## src/rtl/seq_mdu_alu_if.sv

```systemverilog
// Request/response bundle for seq_mdu_alu: command and operands in, registered result and status flags out.
// Both directions use valid/ready; the master side is the issuing/consuming pipeline stage.
interface seq_mdu_alu_if #(
  parameter int WIDTH = 32
);
  logic             in_valid;
  logic             in_ready;
  logic [3:0]       cmd;
  logic [WIDTH-1:0] op_a;
  logic [WIDTH-1:0] op_b;
  logic             out_valid;
  logic             out_ready;
  logic [WIDTH-1:0] result;
  logic [WIDTH-1:0] hi;
  logic             carryout;
  logic             overflow;
  logic             zero;
  logic             div_by_zero;

  modport master (
    output in_valid, cmd, op_a, op_b, out_ready,
    input  in_ready, out_valid, result, hi, carryout, overflow, zero, div_by_zero
  );

  modport slave (
    input  in_valid, cmd, op_a, op_b, out_ready,
    output in_ready, out_valid, result, hi, carryout, overflow, zero, div_by_zero
  );
endinterface

```

## src/rtl/seq_mdu_alu.sv

```systemverilog
// Execute-stage ALU with iterative mul/div; latency 1 cycle (ALU/illegal) or WIDTH+1 (mul/div).
// Accepts only in IDLE; the result is held frozen in DONE until out_ready, stalling issue meanwhile.
module seq_mdu_alu #(
  parameter int WIDTH = 32
) (
  input  logic         clk,
  input  logic         rst_n,
  seq_mdu_alu_if.slave alu_io
);

  typedef enum logic [1:0] {S_IDLE, S_MUL, S_DIV, S_DONE} state_e;

  localparam int CW = $clog2(WIDTH + 1);
  localparam logic [3:0] C_ADD  = 4'd0,  C_SUB   = 4'd1,  C_XOR = 4'd2,  C_SLT  = 4'd3;
  localparam logic [3:0] C_AND  = 4'd4,  C_NAND  = 4'd5,  C_NOR = 4'd6,  C_OR   = 4'd7;
  localparam logic [3:0] C_MULT = 4'd8,  C_MULTU = 4'd9,  C_DIV = 4'd10, C_DIVU = 4'd11;
  localparam logic [WIDTH-1:0] MIN_V = {1'b1, {(WIDTH-1){1'b0}}};

  state_e           state_q, state_d;
  logic             sgn_q, sgn_d;
  logic [WIDTH-1:0] a_q, a_d, b_q, b_d;
  logic [WIDTH-1:0] mag_q, mag_d, acc_q, acc_d, lo_q, lo_d;
  logic [CW-1:0]    cnt_q, cnt_d;
  logic             out_valid_q, out_valid_d;
  logic [WIDTH-1:0] result_q, result_d, hi_q, hi_d;
  logic             co_q, co_d, ov_q, ov_d, zero_q, zero_d, dbz_q, dbz_d;

  // Single-cycle ALU on the live request operands
  logic [WIDTH:0]   add_w, sub_w;
  logic             add_ov, sub_ov, alu_co, alu_ov;
  logic [WIDTH-1:0] alu_res;

  assign add_w  = {1'b0, alu_io.op_a} + {1'b0, alu_io.op_b};
  assign sub_w  = {1'b0, alu_io.op_a} + {1'b0, ~alu_io.op_b} + {{WIDTH{1'b0}}, 1'b1};
  assign add_ov = (alu_io.op_a[WIDTH-1] == alu_io.op_b[WIDTH-1]) && (add_w[WIDTH-1] != alu_io.op_a[WIDTH-1]);
  assign sub_ov = (alu_io.op_a[WIDTH-1] != alu_io.op_b[WIDTH-1]) && (sub_w[WIDTH-1] != alu_io.op_a[WIDTH-1]);

  always_comb begin
    alu_res = '0;
    alu_co  = 1'b0;
    alu_ov  = 1'b0;
    case (alu_io.cmd)
      C_ADD:  begin alu_res = add_w[WIDTH-1:0]; alu_co = add_w[WIDTH]; alu_ov = add_ov; end
      C_SUB:  begin alu_res = sub_w[WIDTH-1:0]; alu_co = sub_w[WIDTH]; alu_ov = sub_ov; end
      // sign of a-b corrected by the overflow bit gives the true signed compare
      C_SLT:  begin
        alu_res = {{(WIDTH-1){1'b0}}, sub_w[WIDTH-1] ^ sub_ov};
        alu_co  = sub_w[WIDTH];
        alu_ov  = sub_ov;
      end
      C_XOR:  alu_res = alu_io.op_a ^ alu_io.op_b;
      C_AND:  alu_res = alu_io.op_a & alu_io.op_b;
      C_NAND: alu_res = ~(alu_io.op_a & alu_io.op_b);
      C_NOR:  alu_res = ~(alu_io.op_a | alu_io.op_b);
      C_OR:   alu_res = alu_io.op_a | alu_io.op_b;
      default: ;
    endcase
  end

  // Operand magnitudes for the iterative engines (cmd bit 0 clear = signed variant)
  logic             in_sgn;
  logic [WIDTH-1:0] mag_a_in, mag_b_in;

  assign in_sgn   = ~alu_io.cmd[0];
  assign mag_a_in = (in_sgn && alu_io.op_a[WIDTH-1]) ? -alu_io.op_a : alu_io.op_a;
  assign mag_b_in = (in_sgn && alu_io.op_b[WIDTH-1]) ? -alu_io.op_b : alu_io.op_b;

  // Shift-add step: {acc,lo} shifts right, adding the multiplicand when lo[0] is set
  logic [WIDTH:0]     mul_sum;
  logic [2*WIDTH-1:0] prod_raw, prod_fx;
  logic               mul_ov;

  assign mul_sum  = {1'b0, acc_q} + (lo_q[0] ? {1'b0, mag_q} : {(WIDTH+1){1'b0}});
  assign prod_raw = {mul_sum, lo_q[WIDTH-1:1]};
  assign prod_fx  = (sgn_q && (a_q[WIDTH-1] ^ b_q[WIDTH-1])) ? -prod_raw : prod_raw;
  assign mul_ov   = sgn_q ? (prod_fx[2*WIDTH-1:WIDTH] != {WIDTH{prod_fx[WIDTH-1]}})
                          : (prod_fx[2*WIDTH-1:WIDTH] != '0);

  // Restoring step: quotient bits shift into lo, remainder lives in acc
  logic [WIDTH:0]   div_shift;
  logic             div_ge;
  logic [WIDTH-1:0] div_rem_nx, div_q_nx, quo_fx, rem_fx;

  assign div_shift  = {acc_q, lo_q[WIDTH-1]};
  assign div_ge     = div_shift >= {1'b0, mag_q};
  assign div_rem_nx = div_ge ? (div_shift[WIDTH-1:0] - mag_q) : div_shift[WIDTH-1:0];
  assign div_q_nx   = {lo_q[WIDTH-2:0], div_ge};
  assign quo_fx     = (sgn_q && (a_q[WIDTH-1] ^ b_q[WIDTH-1])) ? -div_q_nx : div_q_nx;
  assign rem_fx     = (sgn_q && a_q[WIDTH-1]) ? -div_rem_nx : div_rem_nx;

  always_comb begin
    state_d     = state_q;
    sgn_d       = sgn_q;
    a_d         = a_q;
    b_d         = b_q;
    mag_d       = mag_q;
    acc_d       = acc_q;
    lo_d        = lo_q;
    cnt_d       = cnt_q;
    out_valid_d = out_valid_q;
    result_d    = result_q;
    hi_d        = hi_q;
    co_d        = co_q;
    ov_d        = ov_q;
    zero_d      = zero_q;
    dbz_d       = dbz_q;
    unique case (state_q)
      S_IDLE: begin
        if (alu_io.in_valid) begin
          sgn_d  = in_sgn;
          a_d    = alu_io.op_a;
          b_d    = alu_io.op_b;
          acc_d  = '0;
          cnt_d  = CW'(WIDTH);
          case (alu_io.cmd)
            C_MULT, C_MULTU: begin
              state_d = S_MUL;
              mag_d   = mag_a_in;
              lo_d    = mag_b_in;
            end
            C_DIV, C_DIVU: begin
              state_d = S_DIV;
              mag_d   = mag_b_in;
              lo_d    = mag_a_in;
            end
            default: begin
              state_d     = S_DONE;
              out_valid_d = 1'b1;
              result_d    = alu_res;
              hi_d        = '0;
              co_d        = alu_co;
              ov_d        = alu_ov;
              zero_d      = ~alu_io.cmd[3] && (alu_res == '0);
              dbz_d       = 1'b0;
            end
          endcase
        end
      end
      S_MUL: begin
        acc_d = mul_sum[WIDTH:1];
        lo_d  = {mul_sum[0], lo_q[WIDTH-1:1]};
        cnt_d = cnt_q - CW'(1);
        if (cnt_q == CW'(1)) begin
          state_d     = S_DONE;
          out_valid_d = 1'b1;
          result_d    = prod_fx[WIDTH-1:0];
          hi_d        = prod_fx[2*WIDTH-1:WIDTH];
          co_d        = 1'b0;
          ov_d        = mul_ov;
          zero_d      = (prod_fx[WIDTH-1:0] == '0);
          dbz_d       = 1'b0;
        end
      end
      S_DIV: begin
        acc_d = div_rem_nx;
        lo_d  = div_q_nx;
        cnt_d = cnt_q - CW'(1);
        if (cnt_q == CW'(1)) begin
          state_d     = S_DONE;
          out_valid_d = 1'b1;
          co_d        = 1'b0;
          if (b_q == '0) begin
            result_d = '1;
            hi_d     = a_q;
            ov_d     = 1'b0;
            zero_d   = 1'b0;
            dbz_d    = 1'b1;
          end else begin
            result_d = quo_fx;
            hi_d     = rem_fx;
            ov_d     = sgn_q && (a_q == MIN_V) && (b_q == '1);
            zero_d   = (quo_fx == '0);
            dbz_d    = 1'b0;
          end
        end
      end
      S_DONE: begin
        if (alu_io.out_ready) begin
          state_d     = S_IDLE;
          out_valid_d = 1'b0;
        end
      end
    endcase
  end

  always_ff @(posedge clk or negedge rst_n) begin
    if (!rst_n) begin
      state_q     <= S_IDLE;
      sgn_q       <= 1'b0;
      a_q         <= '0;
      b_q         <= '0;
      mag_q       <= '0;
      acc_q       <= '0;
      lo_q        <= '0;
      cnt_q       <= '0;
      out_valid_q <= 1'b0;
      result_q    <= '0;
      hi_q        <= '0;
      co_q        <= 1'b0;
      ov_q        <= 1'b0;
      zero_q      <= 1'b0;
      dbz_q       <= 1'b0;
    end else begin
      state_q     <= state_d;
      sgn_q       <= sgn_d;
      a_q         <= a_d;
      b_q         <= b_d;
      mag_q       <= mag_d;
      acc_q       <= acc_d;
      lo_q        <= lo_d;
      cnt_q       <= cnt_d;
      out_valid_q <= out_valid_d;
      result_q    <= result_d;
      hi_q        <= hi_d;
      co_q        <= co_d;
      ov_q        <= ov_d;
      zero_q      <= zero_d;
      dbz_q       <= dbz_d;
    end
  end

  assign alu_io.in_ready    = (state_q == S_IDLE);
  assign alu_io.out_valid   = out_valid_q;
  assign alu_io.result      = result_q;
  assign alu_io.hi          = hi_q;
  assign alu_io.carryout    = co_q;
  assign alu_io.overflow    = ov_q;
  assign alu_io.zero        = zero_q;
  assign alu_io.div_by_zero = dbz_q;

endmodule
```

## src/flat_wrapper.sv

```systemverilog
// flat-port wrapper written by rule: the top's interface ports become plain ports
module seq_mdu_alu_flat 
#(
  parameter int WIDTH = 32
)
  (clk, rst_n, alu_io_in_valid, alu_io_cmd, alu_io_op_a, alu_io_op_b, alu_io_out_ready, alu_io_in_ready, alu_io_out_valid, alu_io_result, alu_io_hi, alu_io_carryout, alu_io_overflow, alu_io_zero, alu_io_div_by_zero);
  seq_mdu_alu_if #(.WIDTH(WIDTH)) alu_io_i ();
  input  logic clk;
  input  logic rst_n;
  input wire logic [$bits(alu_io_i.in_valid)-1:0] alu_io_in_valid;
  input wire logic [$bits(alu_io_i.cmd)-1:0] alu_io_cmd;
  input wire logic [$bits(alu_io_i.op_a)-1:0] alu_io_op_a;
  input wire logic [$bits(alu_io_i.op_b)-1:0] alu_io_op_b;
  input wire logic [$bits(alu_io_i.out_ready)-1:0] alu_io_out_ready;
  output wire logic [$bits(alu_io_i.in_ready)-1:0] alu_io_in_ready;
  output wire logic [$bits(alu_io_i.out_valid)-1:0] alu_io_out_valid;
  output wire logic [$bits(alu_io_i.result)-1:0] alu_io_result;
  output wire logic [$bits(alu_io_i.hi)-1:0] alu_io_hi;
  output wire logic [$bits(alu_io_i.carryout)-1:0] alu_io_carryout;
  output wire logic [$bits(alu_io_i.overflow)-1:0] alu_io_overflow;
  output wire logic [$bits(alu_io_i.zero)-1:0] alu_io_zero;
  output wire logic [$bits(alu_io_i.div_by_zero)-1:0] alu_io_div_by_zero;
  assign alu_io_i.in_valid = alu_io_in_valid;
  assign alu_io_i.cmd = alu_io_cmd;
  assign alu_io_i.op_a = alu_io_op_a;
  assign alu_io_i.op_b = alu_io_op_b;
  assign alu_io_i.out_ready = alu_io_out_ready;
  assign alu_io_in_ready = alu_io_i.in_ready;
  assign alu_io_out_valid = alu_io_i.out_valid;
  assign alu_io_result = alu_io_i.result;
  assign alu_io_hi = alu_io_i.hi;
  assign alu_io_carryout = alu_io_i.carryout;
  assign alu_io_overflow = alu_io_i.overflow;
  assign alu_io_zero = alu_io_i.zero;
  assign alu_io_div_by_zero = alu_io_i.div_by_zero;
  seq_mdu_alu #(.WIDTH(WIDTH)) u_core (.clk(clk), .rst_n(rst_n), .alu_io(alu_io_i));
endmodule
```

## config.mk

```make
export PLATFORM = sky130hd
export DESIGN_NAME = seq_mdu_alu_flat
export DESIGN_NICKNAME = d
export VERILOG_FILES = /design/src/rtl/seq_mdu_alu_if.sv /design/src/rtl/seq_mdu_alu.sv /design/src/flat_wrapper.sv
export SDC_FILE = /design/constraint.sdc
export NUM_CORES = 1
export LEC_CHECK = 0
export BUFFER_PORTS_ARGS = -buffer_cell sky130_fd_sc_hd__buf_2
export CAP_MARGIN = 20
export CORE_AREA = 4 4 248 250
export DETAILED_ROUTE_END_ITERATION = 6
export DIE_AREA = 0 0 252 254
export SETUP_SLACK_MARGIN = 0.4
export SLEW_MARGIN = 20
export SYNTH_ARGS = -nofsm -noshare
export SYNTH_HDL_FRONTEND = slang
export SYNTH_SLANG_ARGS = --single-unit
```

## constraint.sdc

```tcl
create_clock -name clk -period 7 [get_ports clk]
set_input_delay 1.4 -clock clk [delete_from_list [all_inputs] [get_ports clk]]
set_output_delay 1.4 -clock clk [all_outputs]
set_load 0.01 [all_outputs]
```

# Word-level counts from Yosys, hierarchy flattened
# Cells that the tools add are included.
# totals
word_cells	161
inputBits	72
out_inout_bits	70
register_bits	238
# op_classes
mux	62
add_sub_neg	11
eq_ne	29
bitwise	10
magnitude_cmp	1
n_reduce_logical	33
# op_table
operator	n
$mux W32	18
$pmux W32 S3	4
$pmux W32 S8	1
$logic_not A32 Y1	4
$neg A32 Y32	4
$pmux W32 S2	2
$not A32 Y32	3
$add A32 B32 Y33	2
$eq A32 B32 Y1 const B	2
$mux W64	1
$neg A64 Y64	1
$add A32 B33 Y33	1
$add A33 B1 Y33 const B	1
$ge A33 B32 Y1	1
$and A32 B32 Y32	1
$ne A32 B32 Y1	1
$or A32 B32 Y32	1
$reduce_bool A32 Y1	1
$sub A32 B32 Y32	1
$xor A32 B32 Y32	1
$mux W1	22
$eq A4 B3 Y1 const B	4
$eq A4 B4 Y1 const B	4
$pmux W1 S3	4
other kinds (30)	61

# Depth between registers and ports, before layout
# Gate-level depths: netlist (run 1).
# depth
depth_word	12
mapped_depth	26
mapped_depth_nobuf	25

# Least setup slack after synthesis (run 1)
# OpenSTA, ideal clock, no wires.
# synth_timing
kind	input to register
startpoint	input alu_io_op_b[1]
endpoint	register u_core.zero_q, in the netlist u_core.alu_io.zero
setup_time_ns	0.095
path_buffers	0
t_arrival_ns	5.979
cell_stages	25
required_time_ns	6.905
setup_slack_ns	0.925
path_cell_list	inv_1 -> ha_1 -> o21ba_2 -> o21ai_0 -> a2111oi_0 -> nor3_1 -> o211ai_1 -> a2111oi_0 -> nor3_1 -> o21ai_0 -> a31o_2 -> a21oi_1 -> o21ai_0 -> fa_1 -> a311oi_1 -> a21oi_1 -> nand3_1 -> nor3_1 -> nand4_1 -> nor4_1 -> nor4bb_1 -> nand4b_1 -> nor4_1 -> nand4_1 -> o31ai_1
# synth_via
elab_chain_cells	12
elab_cells_between_ends	18
cone_classes	add/sub: 3; eq/ne: 1; mux: 4; bitwise: 7; reduce/logical: 3
# synth_lines
item	line	source
start: declaration	flat_wrapper.sv:13	input wire logic [$bits(alu_io_i.op_b)-1:0] alu_io_op_b;
$not A32 Y32	seq_mdu_alu.sv:34	assign sub_w = {1'b0, alu_io.op_a} + {1'b0, ~alu_io.op_b} + {{WIDTH{1'b0}}, 1'b1};
$add A32 B32 Y33	seq_mdu_alu.sv:34	
$add A33 B1 Y33	seq_mdu_alu.sv:34	
$ne A1 B1 Y1	seq_mdu_alu.sv:36	assign sub_ov = (alu_io.op_a[WIDTH-1] != alu_io.op_b[WIDTH-1]) && (sub_w[WIDTH-1] != alu_io.op_a[WIDTH-1]);
$logic_and A1 B1 Y1	seq_mdu_alu.sv:36	
$xor A1 B1 Y1	seq_mdu_alu.sv:47	alu_res = {{(WIDTH-1){1'b0}}, sub_w[WIDTH-1] ^ sub_ov};
$pmux W32 S8 *	seq_mdu_alu.sv:42	case (alu_io.cmd)
$logic_not A32 Y1 *	seq_mdu_alu.sv:133	zero_d = ~alu_io.cmd[3] && (alu_res == '0);
$logic_and A1 B1 Y1 *	seq_mdu_alu.sv:133	
$mux W1 *	seq_mdu_alu.sv:115	case (alu_io.cmd)
$mux W1 *	seq_mdu_alu.sv:109	if (alu_io.in_valid) begin
$pmux W1 S3 *	seq_mdu_alu.sv:107	unique case (state_q)
end signal: assignment	seq_mdu_alu.sv:217	zero_q <= zero_d;
end: declaration	seq_mdu_alu.sv:26	logic co_q, co_d, ov_q, ov_d, zero_q, zero_d, dbz_q, dbz_d;
# Mark *: on every way between the ends. The rest lies on a longest branch, timed or not. The select of a mux whose other input is x is not followed.
# A chain may end at the register's enable or synchronous reset.

# Worst setup path in the final report (run 1)
# layout_timing
startpoint	input alu_io_op_a[1]
endpoint	register u_core.zero_q, in the netlist u_core.alu_io.zero
# layout_via
elab_chain_cells	11
elab_cells_between_ends	17
cone_classes	add/sub: 3; eq/ne: 1; mux: 4; bitwise: 6; reduce/logical: 3
# layout_lines
item	line	source
start: declaration	flat_wrapper.sv:12	input wire logic [$bits(alu_io_i.op_a)-1:0] alu_io_op_a;
$add A32 B32 Y33	seq_mdu_alu.sv:34	
$add A33 B1 Y33	seq_mdu_alu.sv:34	
$ne A1 B1 Y1	seq_mdu_alu.sv:36	
$logic_and A1 B1 Y1	seq_mdu_alu.sv:36	
$xor A1 B1 Y1	seq_mdu_alu.sv:47	
$pmux W32 S8 *	seq_mdu_alu.sv:42	
$logic_not A32 Y1 *	seq_mdu_alu.sv:133	
$logic_and A1 B1 Y1 *	seq_mdu_alu.sv:133	
$mux W1 *	seq_mdu_alu.sv:115	
$mux W1 *	seq_mdu_alu.sv:109	
$pmux W1 S3 *	seq_mdu_alu.sv:107	
# Marks and branches as above.

==> flow_summary.html, run 1 <==
<table>
<tr><th>Metric</th><th>Value</th></tr>
<tr><th colspan="2">Floorplan</th></tr>
<tr><td>Site Rows</td><td>89</td></tr>
<tr><td>Die Ht</td><td>between 200 and 300 µm</td></tr>
<tr><td>Overall die area</td><td>about 0.064 mm²</td></tr>
<tr><td>Core box area</td><td>0.0590 mm²</td></tr>
<tr><td>Die X-Extent</td><td>about 250 µm</td></tr>
<tr><td>Top-level I/O count</td><td>~140</td></tr>
<tr><td>Starting Density</td><td>between 40% and 50%</td></tr>
<tr><th colspan="2">Synth</th></tr>
<tr><td>Area share of the largest cell type after synthesis</td><td>around 22%</td></tr>
<tr><td>Post-Syn Nets</td><td>3,855</td></tr>
<tr><td>Sequential area share after synthesis</td><td>22.5%</td></tr>
<tr><td>Async set-or-reset flop fraction in the synthesized netlist</td><td>between 90% and 100%</td></tr>
<tr><td>Primary FF master, synth</td><td>sky130_fd_sc_hd__dfrtp_1</td></tr>
<tr><td>Count of distinct cell types in the synthesized netlist</td><td>around 100</td></tr>
<tr><td>Top cells by area, synth</td><td>sky130_fd_sc_hd__dfrtp_1 (22%), sky130_fd_sc_hd__ha_1 (8.2%), sky130_fd_sc_hd__o21ai_0 (6.6%)</td></tr>
<tr><td>Summed instance area of the synthesized netlist</td><td>0.0265 mm²</td></tr>
<tr><td>Average instance area after synthesis</td><td>approximately 7.4 µm²</td></tr>
<tr><td>Number of enable flip-flop cells after synthesis</td><td>0</td></tr>
<tr><td>Flip-flop and latch count after synthesis</td><td>238</td></tr>
<tr><td>Warnings, synthesis</td><td>0</td></tr>
<tr><td>Count of mapped cells out of synthesis</td><td>roughly 3,600</td></tr>
<tr><td>Dominant cell type by area after synthesis</td><td>sky130_fd_sc_hd__dfrtp_1</td></tr>
<tr><th colspan="2">Detailed routing</th></tr>
<tr><td>Total number of vias</td><td>slightly below 30,000</td></tr>
<tr><td>1st-pass router iterations</td><td>6</td></tr>
<tr><td>WL/cell</td><td>roughly 28 µm</td></tr>
<tr><td>1st-iter DRT viols</td><td>approximately 3,500</td></tr>
<tr><td>Via/cell ratio</td><td>6.60</td></tr>
<tr><td>Total length of routed wires</td><td>between 100,000 and 150,000 µm</td></tr>
<tr><td>Number of DRC violations after detailed routing</td><td>0</td></tr>
<tr><td>Final ANT Viol Nets</td><td>0</td></tr>
<tr><th colspan="2">Pwr</th></tr>
<tr><td>Power per Cell Area</td><td>about 500 mW/mm²</td></tr>
<tr><td>Largest vdd supply drop</td><td>around 0.00044 V</td></tr>
<tr><td>Total leakage power</td><td>13.0 nW</td></tr>
<tr><th colspan="2">CTS</th></tr>
<tr><td>Worst-path clk slew</td><td>roughly 0.07 ns</td></tr>
<tr><td>CTS tree</td><td>done</td></tr>
<tr><td>CTS Buf Count</td><td>31</td></tr>
<tr><td>Clock H-tree levels</td><td>1</td></tr>
<tr><td>Largest buffer count on any clock path</td><td>3</td></tr>
<tr><td>Clock sinks</td><td>approximately 240</td></tr>
<tr><td>Clock latency reported for the late side of the worst-skew pair</td><td>0.63 ns</td></tr>
<tr><td>Post-CTS repair timing setup buffer count</td><td>0</td></tr>
<tr><td>CTS root buf</td><td>sky130_fd_sc_hd__clkbuf_16</td></tr>
<tr><th colspan="2">Timing</th></tr>
<tr><td>Final critical-path setup slack</td><td>between 0.8 and 0.9 ns</td></tr>
<tr><td>Final setup violation count</td><td>0</td></tr>
<tr><td>RSZ-0062 raised after global routing</td><td>false</td></tr>
<tr><td>Max transition margin</td><td>20.8%</td></tr>
<tr><td>Setup clock skew after layout</td><td>about 0.035 ns</td></tr>
<tr><td>Endpoints failing hold</td><td>0</td></tr>
<tr><td>Fmax</td><td>163 MHz</td></tr>
<tr><td>Max-slew violation total from the final report</td><td>0</td></tr>
<tr><td>Clock period minus final worst setup slack</td><td>approximately 6.1 ns</td></tr>
<tr><td>Share of the clock period used by the worst path after layout</td><td>between 80% and 90%</td></tr>
<tr><td>Slew of the pin with the lowest slew margin</td><td>around 1.2 ns</td></tr>
<tr><td>Setup_tns</td><td>0 ns</td></tr>
<tr><th colspan="2">Job</th></tr>
<tr><td>Number of maximum-capacitance violations</td><td>0</td></tr>
<tr><th colspan="2">Setup path</th></tr>
<tr><td>Critical Path Source Type</td><td>primary input</td></tr>
<tr><td>Cell repeated most along the worst path</td><td>sky130_fd_sc_hd__buf_4</td></tr>
<tr><td>Worst path arrival time</td><td>between 6 and 7 ns</td></tr>
<tr><td>CP Data Required Time</td><td>roughly 7.5 ns</td></tr>
<tr><td>Top fanout value on the critical path</td><td>3</td></tr>
<tr><td>Class of the most critical setup path</td><td>primary input to flop</td></tr>
<tr><td>Critical Path Slowest Stage Cell</td><td>sky130_fd_sc_hd__a2111oi_2</td></tr>
<tr><td>Type of destination of the critical path</td><td>flop</td></tr>
<tr><td>Max stage delay on crit path</td><td>roughly 0.4 ns</td></tr>
<tr><th colspan="2">Global routing</th></tr>
<tr><td>Pin count of the biggest net entering global routing</td><td>roughly 110</td></tr>
<tr><td>Vias in the first global route</td><td>27,400</td></tr>
<tr><td>GR Overflow Total</td><td>0</td></tr>
<tr><td>Antenna violations before repair</td><td>5</td></tr>
<tr><td>Total global-route track usage</td><td>37.2%</td></tr>
<tr><td>Wire length of the first global-routing pass</td><td>181,000 µm</td></tr>
<tr><th colspan="2">Place</th></tr>
<tr><td>Final HPWL from detailed placement</td><td>96,600 µm</td></tr>
<tr><td>Post-DP Area</td><td>around 0.028 mm²</td></tr>
<tr><td>Post-placement cell count</td><td>~4,400</td></tr>
<tr><td>Input/output buffers</td><td>141</td></tr>
<tr><td>Final Wtd Congestion</td><td>approximately 1.0</td></tr>
<tr><td>Pre-CTS setup slack</td><td>~0.026 ns</td></tr>
<tr><th colspan="2">Finish</th></tr>
<tr><td>Non-filler cells in the finished layout</td><td>around 4,500</td></tr>
<tr><td>Net count, final</td><td>~3,900</td></tr>
<tr><td>Layout cell share with drive strength beyond 1</td><td>about 11%</td></tr>
<tr><td>Area added between synthesis and finish</td><td>11.5%</td></tr>
<tr><td>Final core utilization</td><td>50.1%</td></tr>
<tr><td>Post-layout instance area</td><td>a little under 0.03 mm²</td></tr>
<tr><th colspan="2">Run status</th></tr>
<tr><td>Run status</td><td>finished clean</td></tr>
<tr><th colspan="2">Hold path</th></tr>
<tr><td>Type of the tightest min-delay check</td><td>flop to flop</td></tr>
</table>
[kinds of logic after synthesis]
kind of cell             after synthesis  share of synthesized area, %
AO/OA/AOI/OAI                       1257                          30.4
flip-flops                           238                          22.5
buffers and inverters                413                          5.98
XOR/XNOR                             267                          8.85
adder cells (fa/ha/maj)              178                          8.54
AND/OR/NAND/NOR                     1184                          21.2
multiplexers                          68                          2.60
[sequential cells by signal, summed over array words and instances, names as in the netlist]
name,cells
u_core.lo_q,32
u_core.state_q,2
u_core.alu_io.result,32
u_core.cnt_q,6
u_core.mag_q,32
u_core.alu_io.carryout,1
u_core.b_q,32
u_core.alu_io.out_valid,1
u_core.sgn_q,1
u_core.acc_q,32
u_core.alu_io.div_by_zero,1
u_core.alu_io.overflow,1
u_core.alu_io.zero,1
u_core.alu_io.hi,32
u_core.a_q,32
[metrics by stage]
stage,power (mW),hold slack (ns)
after global placement,12.3,0.450
after CTS,14.1,0.471
after detailed placement,12.3,0.456
after floorplan,8.91,0.450
after global routing,15.3,0.497
final,14.5,0.468
[synth_stat cells, types with 25 or more instances]
cell type and number:
sky130_fd_sc_hd__xor2_1 75, sky130_fd_sc_hd__o21a_1 25, sky130_fd_sc_hd__nor4_1 57, sky130_fd_sc_hd__a221o_1 41, sky130_fd_sc_hd__nand2_1 380, sky130_fd_sc_hd__inv_1 163
sky130_fd_sc_hd__o211ai_1 33, sky130_fd_sc_hd__o31ai_1 31, sky130_fd_sc_hd__dfrtp_1 238, sky130_fd_sc_hd__clkbuf_1 209, sky130_fd_sc_hd__nor2_1 354, sky130_fd_sc_hd__a22oi_1 26
sky130_fd_sc_hd__a21o_1 74, sky130_fd_sc_hd__a21oi_1 333, sky130_fd_sc_hd__a31oi_1 53, sky130_fd_sc_hd__nand3_1 66, sky130_fd_sc_hd__nand2b_1 29, sky130_fd_sc_hd__ha_1 173
sky130_fd_sc_hd__nor3_1 87, sky130_fd_sc_hd__o21ai_0 348, sky130_fd_sc_hd__mux2i_1 61, sky130_fd_sc_hd__a211oi_1 36, sky130_fd_sc_hd__xnor2_1 191, sky130_fd_sc_hd__and3_1 30
sky130_fd_sc_hd__nand4_1 42
[path summary, 6_finish.rpt]
kind / to / slack (ns) / depth (start not counted) / from
min in group asynchronous: u_core.b_q[12] / 0.78 / 1 / rst_n
max: u_core.alu_io.zero / 0.87 / 30 / alu_io_op_a[1]
max in group asynchronous: u_core.alu_io.result[17] / 4.67 / 2 / rst_n
min reg2reg: u_core.alu_io.result[4] / 0.47 / 2 / u_core.alu_io.result[4]
max reg2reg: u_core.alu_io.overflow / 0.90 / 17 / u_core.lo_q[0]
min: u_core.alu_io.result[4] / 0.47 / 2 / u_core.alu_io.result[4]
[worst max-delay path, delay by kind of cell]
family          cells  cell delay (ns)
compound gates     12             2.31
fa+ha+maj           2             0.50
buf+inv             6             0.82
simple gates       10             1.64
[power breakdown]
part	internal, mW	switching [mW]
combinational	3.29	6.61
clock	1.07	0.732
sequential	1.95	0.810
total	6.31	8.15
[metal layers]
metal  global-route usage (%)  vias to the layer above  routed length, µm
met4                     20.8                        4               8580
met1                     49.2                    14200              50000
met3                     5.28                      355              11100
met2                     58.8                     1702              54400
li1                         -                    13300                  -
met5                        0                        -                 26
[final cells by class]
| cell class | instances | area (µm²) |
|---|---|---|
| fillers | 5994 | 29500 |
| clock inverters | 21 | 303 |
| clock buffers | 37 | 828 |
| flip-flops and latches | 238 | 5960 |
| multi-input cells | 2954 | 19100 |
| repair buffers | 281 | 1770 |
| diodes | 4 | 10.0 |
| well taps | 773 | 967 |
| inverters | 168 | 631 |
[placed cells by master (no fill, tap or decap), types with 60 or more instances in the layout]
| cell | instances |
|---|---|
| sky130_fd_sc_hd__nand2_1 | 374 |
| sky130_fd_sc_hd__nor2_1 | 351 |
| sky130_fd_sc_hd__o21ai_0 | 347 |
| sky130_fd_sc_hd__a21oi_1 | 333 |
| sky130_fd_sc_hd__dfrtp_1 | 238 |
| sky130_fd_sc_hd__xnor2_1 | 191 |
| sky130_fd_sc_hd__ha_1 | 170 |
| sky130_fd_sc_hd__inv_1 | 163 |
| sky130_fd_sc_hd__buf_4 | 141 |
| sky130_fd_sc_hd__buf_2 | 139 |
| sky130_fd_sc_hd__nor3_1 | 86 |
| sky130_fd_sc_hd__xor2_1 | 75 |
| sky130_fd_sc_hd__a21o_1 | 74 |
| sky130_fd_sc_hd__nand3_1 | 65 |
| sky130_fd_sc_hd__mux2i_1 | 60 |
[what timing repair did]
item                                    CTS  global route
gates resized for setup                   0             7
hold endpoints to repair                  0             0
endpoints found under the setup margin    0             1
hold buffers                              0             0
Power figures use the tool's default switching activity.
==> run 2, diff against run 1 <==
Settings changed: CELL_PAD_IN_SITES_DETAIL_PLACEMENT set to 1, CELL_PAD_IN_SITES_GLOBAL_PLACEMENT set to 1, PLACE_DENSITY_LB_ADDON set to 0.1.
==> run 2 against run 1 <==
Effect of this change:
- the flow now finishes with violations (design-rule violations)
- non-clock buffer count fell by 12
- register-to-register slack got worse by 0.18 ns
- sequential cell count did not move
- maximum frequency fell by 2.9%
- critical path type unchanged
- highest routed layer unchanged
==> flow_summary.html, run 2 (synthesis gave the netlist of run 1 again) <==
<table>
<tr><th>Metric</th><th>Value</th></tr>
<tr><th colspan="2">Pwr</th></tr>
<tr><td>Power per Cell Area</td><td>517 mW/mm² (was 489 mW/mm²)</td></tr>
<tr><td>Total leakage power</td><td>12.9 nW (was 13.0 nW)</td></tr>
<tr><td>Total chip power</td><td>15.2 mW (was 14.5 mW)</td></tr>
<tr><td>Largest vdd supply drop</td><td>0.000421 V (was 0.000440 V)</td></tr>
<tr><th colspan="2">Place</th></tr>
<tr><td>Input/output buffers</td><td>141 (unchanged)</td></tr>
<tr><td>Final HPWL from detailed placement</td><td>109,000 µm (was 96,600 µm)</td></tr>
<tr><td>Final Wtd Congestion</td><td>1.05 (was 1.03)</td></tr>
<tr><th colspan="2">Floorplan</th></tr>
<tr><td>Top-level I/O count</td><td>142 (unchanged)</td></tr>
<tr><td>Die X-Extent</td><td>252 µm (unchanged)</td></tr>
<tr><td>Site Rows</td><td>89 (unchanged)</td></tr>
<tr><td>Overall die area</td><td>0.0640 mm² (unchanged)</td></tr>
<tr><td>Starting Density</td><td>44.9% (unchanged)</td></tr>
<tr><td>Die Ht</td><td>254 µm (unchanged)</td></tr>
<tr><td>Core box area</td><td>0.0590 mm² (unchanged)</td></tr>
<tr><th colspan="2">Setup path</th></tr>
<tr><td>Type of destination of the critical path</td><td>flop (unchanged)</td></tr>
<tr><td>Class of the most critical setup path</td><td>primary input to flop (unchanged)</td></tr>
<tr><td>Critical Path Source Type</td><td>primary input (unchanged)</td></tr>
<tr><td>Max stage delay on crit path</td><td>0.40 ns (about the same)</td></tr>
<tr><td>Top fanout value on the critical path</td><td>3 (unchanged)</td></tr>
<tr><td>CP Data Required Time</td><td>7.53 ns (about the same)</td></tr>
<tr><td>Worst path arrival time</td><td>6.85 ns (was 6.66 ns)</td></tr>
<tr><td>Critical Path Slowest Stage Cell</td><td>sky130_fd_sc_hd__a2111oi_4 (was sky130_fd_sc_hd__a2111oi_2)</td></tr>
<tr><th colspan="2">Global routing</th></tr>
<tr><td>Pin count of the biggest net entering global routing</td><td>150 (was 113)</td></tr>
<tr><td>Vias in the first global route</td><td>31,000 (was 27,400)</td></tr>
<tr><td>GR Overflow Total</td><td>0 (unchanged)</td></tr>
<tr><td>Antenna violations before repair</td><td>4 (was 5)</td></tr>
<tr><td>Wire length of the first global-routing pass</td><td>205,000 µm (was 181,000 µm)</td></tr>
<tr><td>Total global-route track usage</td><td>42.0% (was 37.2%)</td></tr>
<tr><th colspan="2">Detailed routing</th></tr>
<tr><td>WL/cell</td><td>31.4 µm (was 27.7 µm)</td></tr>
<tr><td>1st-iter DRT viols</td><td>3,730 (was 3,538)</td></tr>
<tr><td>Total number of vias</td><td>30,900 (was 29,500)</td></tr>
<tr><td>Number of DRC violations after detailed routing</td><td>10 (was 0)</td></tr>
<tr><td>Total length of routed wires</td><td>140,000 µm (was 124,000 µm)</td></tr>
<tr><td>Via/cell ratio</td><td>6.92 (was 6.60)</td></tr>
<tr><td>Final ANT Viol Nets</td><td>0 (unchanged)</td></tr>
<tr><td>1st-pass router iterations</td><td>7 (was 6)</td></tr>
<tr><th colspan="2">Timing</th></tr>
<tr><td>Slew of the pin with the lowest slew margin</td><td>1.17 ns (was 1.16 ns)</td></tr>
<tr><td>Endpoints failing hold</td><td>0 (unchanged)</td></tr>
<tr><td>Max-slew violation total from the final report</td><td>0 (unchanged)</td></tr>
<tr><td>Final setup violation count</td><td>0 (unchanged)</td></tr>
<tr><td>Clock period minus final worst setup slack</td><td>6.31 ns (was 6.13 ns)</td></tr>
<tr><td>Max transition margin</td><td>21.1% (was 20.8%)</td></tr>
<tr><td>Setup clock skew after layout</td><td>0.0294 ns (was 0.0349 ns)</td></tr>
<tr><td>Fmax</td><td>158 MHz (was 163 MHz)</td></tr>
<tr><td>Share of the clock period used by the worst path after layout</td><td>90.2% (was 87.5%)</td></tr>
<tr><td>Setup_tns</td><td>0 ns (unchanged)</td></tr>
<tr><td>RSZ-0062 raised after global routing</td><td>true (was false)</td></tr>
<tr><th colspan="2">Job</th></tr>
<tr><td>Number of maximum-capacitance violations</td><td>0 (unchanged)</td></tr>
<tr><th colspan="2">Finish</th></tr>
<tr><td>Area occupied by registers</td><td>0.00596 mm² (unchanged)</td></tr>
<tr><td># fillers</td><td>7,514 (was 5,994)</td></tr>
<tr><td>Net count, final</td><td>3,912 (was 3,924)</td></tr>
<tr><td>Most frequent cells in the layout</td><td>sky130_fd_sc_hd__nand2_1 (375), sky130_fd_sc_hd__nor2_1 (352), sky130_fd_sc_hd__o21ai_0 (348), sky130_fd_sc_hd__a21oi_1 (333), sky130_fd_sc_hd__dfrtp_1 (238) (was sky130_fd_sc_hd__nand2_1 (374), sky130_fd_sc_hd__nor2_1 (351), sky130_fd_sc_hd__o21ai_0 (347), sky130_fd_sc_hd__a21oi_1 (333), sky130_fd_sc_hd__dfrtp_1 (238))</td></tr>
<tr><td>Area of combinational cells with multiple inputs</td><td>0.0191 mm² (unchanged)</td></tr>
<tr><td>Most common cell after layout, fill and taps aside</td><td>sky130_fd_sc_hd__nand2_1 (unchanged)</td></tr>
<tr><td>Layout cell share with drive strength beyond 1</td><td>10.6% (was 11.2%)</td></tr>
<tr><td>Area added between synthesis and finish</td><td>11.0% (was 11.5%)</td></tr>
<tr><th colspan="2">Run status</th></tr>
<tr><td>Violations in the final reports</td><td>design-rule violations</td></tr>
<tr><td>Run status</td><td>finished, violations left (was finished clean)</td></tr>
<tr><th colspan="2">CTS</th></tr>
<tr><td>Largest buffer count on any clock path</td><td>3 (unchanged)</td></tr>
<tr><td>Clock latency reported for the late side of the worst-skew pair</td><td>0.63 ns (about the same)</td></tr>
<tr><td>CTS root buf</td><td>sky130_fd_sc_hd__clkbuf_16 (unchanged)</td></tr>
<tr><td>Worst-path clk slew</td><td>0.07 ns (about the same)</td></tr>
<tr><td>Clock sinks</td><td>238 (unchanged)</td></tr>
<tr><td>Clock H-tree levels</td><td>1 (unchanged)</td></tr>
<tr><td>CTS Buf Count</td><td>31 (unchanged)</td></tr>
<tr><td>CTS tree</td><td>done (unchanged)</td></tr>
<tr><th colspan="2">Hold path</th></tr>
<tr><td>Type of the tightest min-delay check</td><td>flop to flop (unchanged)</td></tr>
</table>
run 2: cell types whose count changed in the layout (fill, tap and decap cells not counted), moves of 2 or more:
cell and delta:
sky130_fd_sc_hd__buf_4 -13, sky130_fd_sc_hd__clkbuf_1 +3, sky130_fd_sc_hd__clkbuf_8 -2, sky130_fd_sc_hd__clkinv_4 -5
run 2: area by class of cell:
| class | instances | area share (%) |
|---|---|---|
| clock buffers | 38 | 2.76 |
| flip-flops and latches | 238 | 20.2 |
| inverters | 168 | 2.14 |
| diodes | 4 | 0.0340 |
| repair buffers | 269 | 5.75 |
| multi-input cells | 2954 | 64.9 |
| clock inverters | 16 | 0.922 |
| well taps | 773 | 3.29 |
run 2: per-stage QoR:
| stage | instance area, µm² | utilization (%) | std cells | worst slack (ns) | hold WS (ns) |
|---|---|---|---|---|---|
| floorplan | 26500 | - | 3605 | 0.925 | 0.450 |
| global placement | 28300 | 48.0 | 4402 | -0.319 | 0.447 |
| detailed placement | 28300 | 48.0 | 4402 | -0.288 | 0.455 |
| CTS | 29400 | 49.8 | 4456 | 0.419 | 0.469 |
| global route | 29400 | 49.9 | 4457 | 0.367 | 0.490 |
| finish | 29400 | 49.9 | 4460 | 0.688 | 0.466 |
run 2: what timing repair did:
item,in CTS,in global routing
pin swaps,0,1
gates resized for setup,1,6
setup endpoints to repair,1,2
cloned,0,0
hold buffers,0,0
setup buffers,0,0
run 2: worst max-delay path, delay by kind of cell:
kind | cells | cell delay, ns
AO/OA/AOI/OAI | 12 | 2.38
buffers and inverters | 5 | 0.68
AND/OR/NAND/NOR | 10 | 1.86
adder cells (fa/ha/maj) | 2 | 0.52
run 2: metal layers:
| metal | part of all wire, % | up-vias | global-route usage [%] |
|---|---|---|---|
| met1 | 38 | 15200 | 52.5 |
| met3 | 9.1 | 543 | 7.05 |
| met4 | 8.5 | 2 | 27.8 |
| li1 | - | 13200 | - |
| met5 | 0.012 | - | 0 |
| met2 | 44 | 1871 | 67.1 |
run 2: worst paths after layout:
kind	startpoint	to	slack, ns	cells after the start
max in group asynchronous	rst_n	u_core.cnt_q[4]	4.81	2
min in group asynchronous	rst_n	u_core.a_q[8]	0.72	1
max reg2reg	u_core.lo_q[0]	u_core.alu_io.overflow	0.72	15
min	u_core.alu_io.result[4]	u_core.alu_io.result[4]	0.47	2
min reg2reg	u_core.alu_io.result[4]	u_core.alu_io.result[4]	0.47	2
max	alu_io_op_b[1]	u_core.alu_io.zero	0.69	29
run 2: power by group:
part,leakage [nW],internal [mW],total [mW],switching (mW)
Sequential,3.02,1.95,2.82,0.868
Combinational,9.39,3.31,10.6,7.28
Clock,0.512,1.07,1.80,0.722
Total,12.9,6.34,15.2,8.87
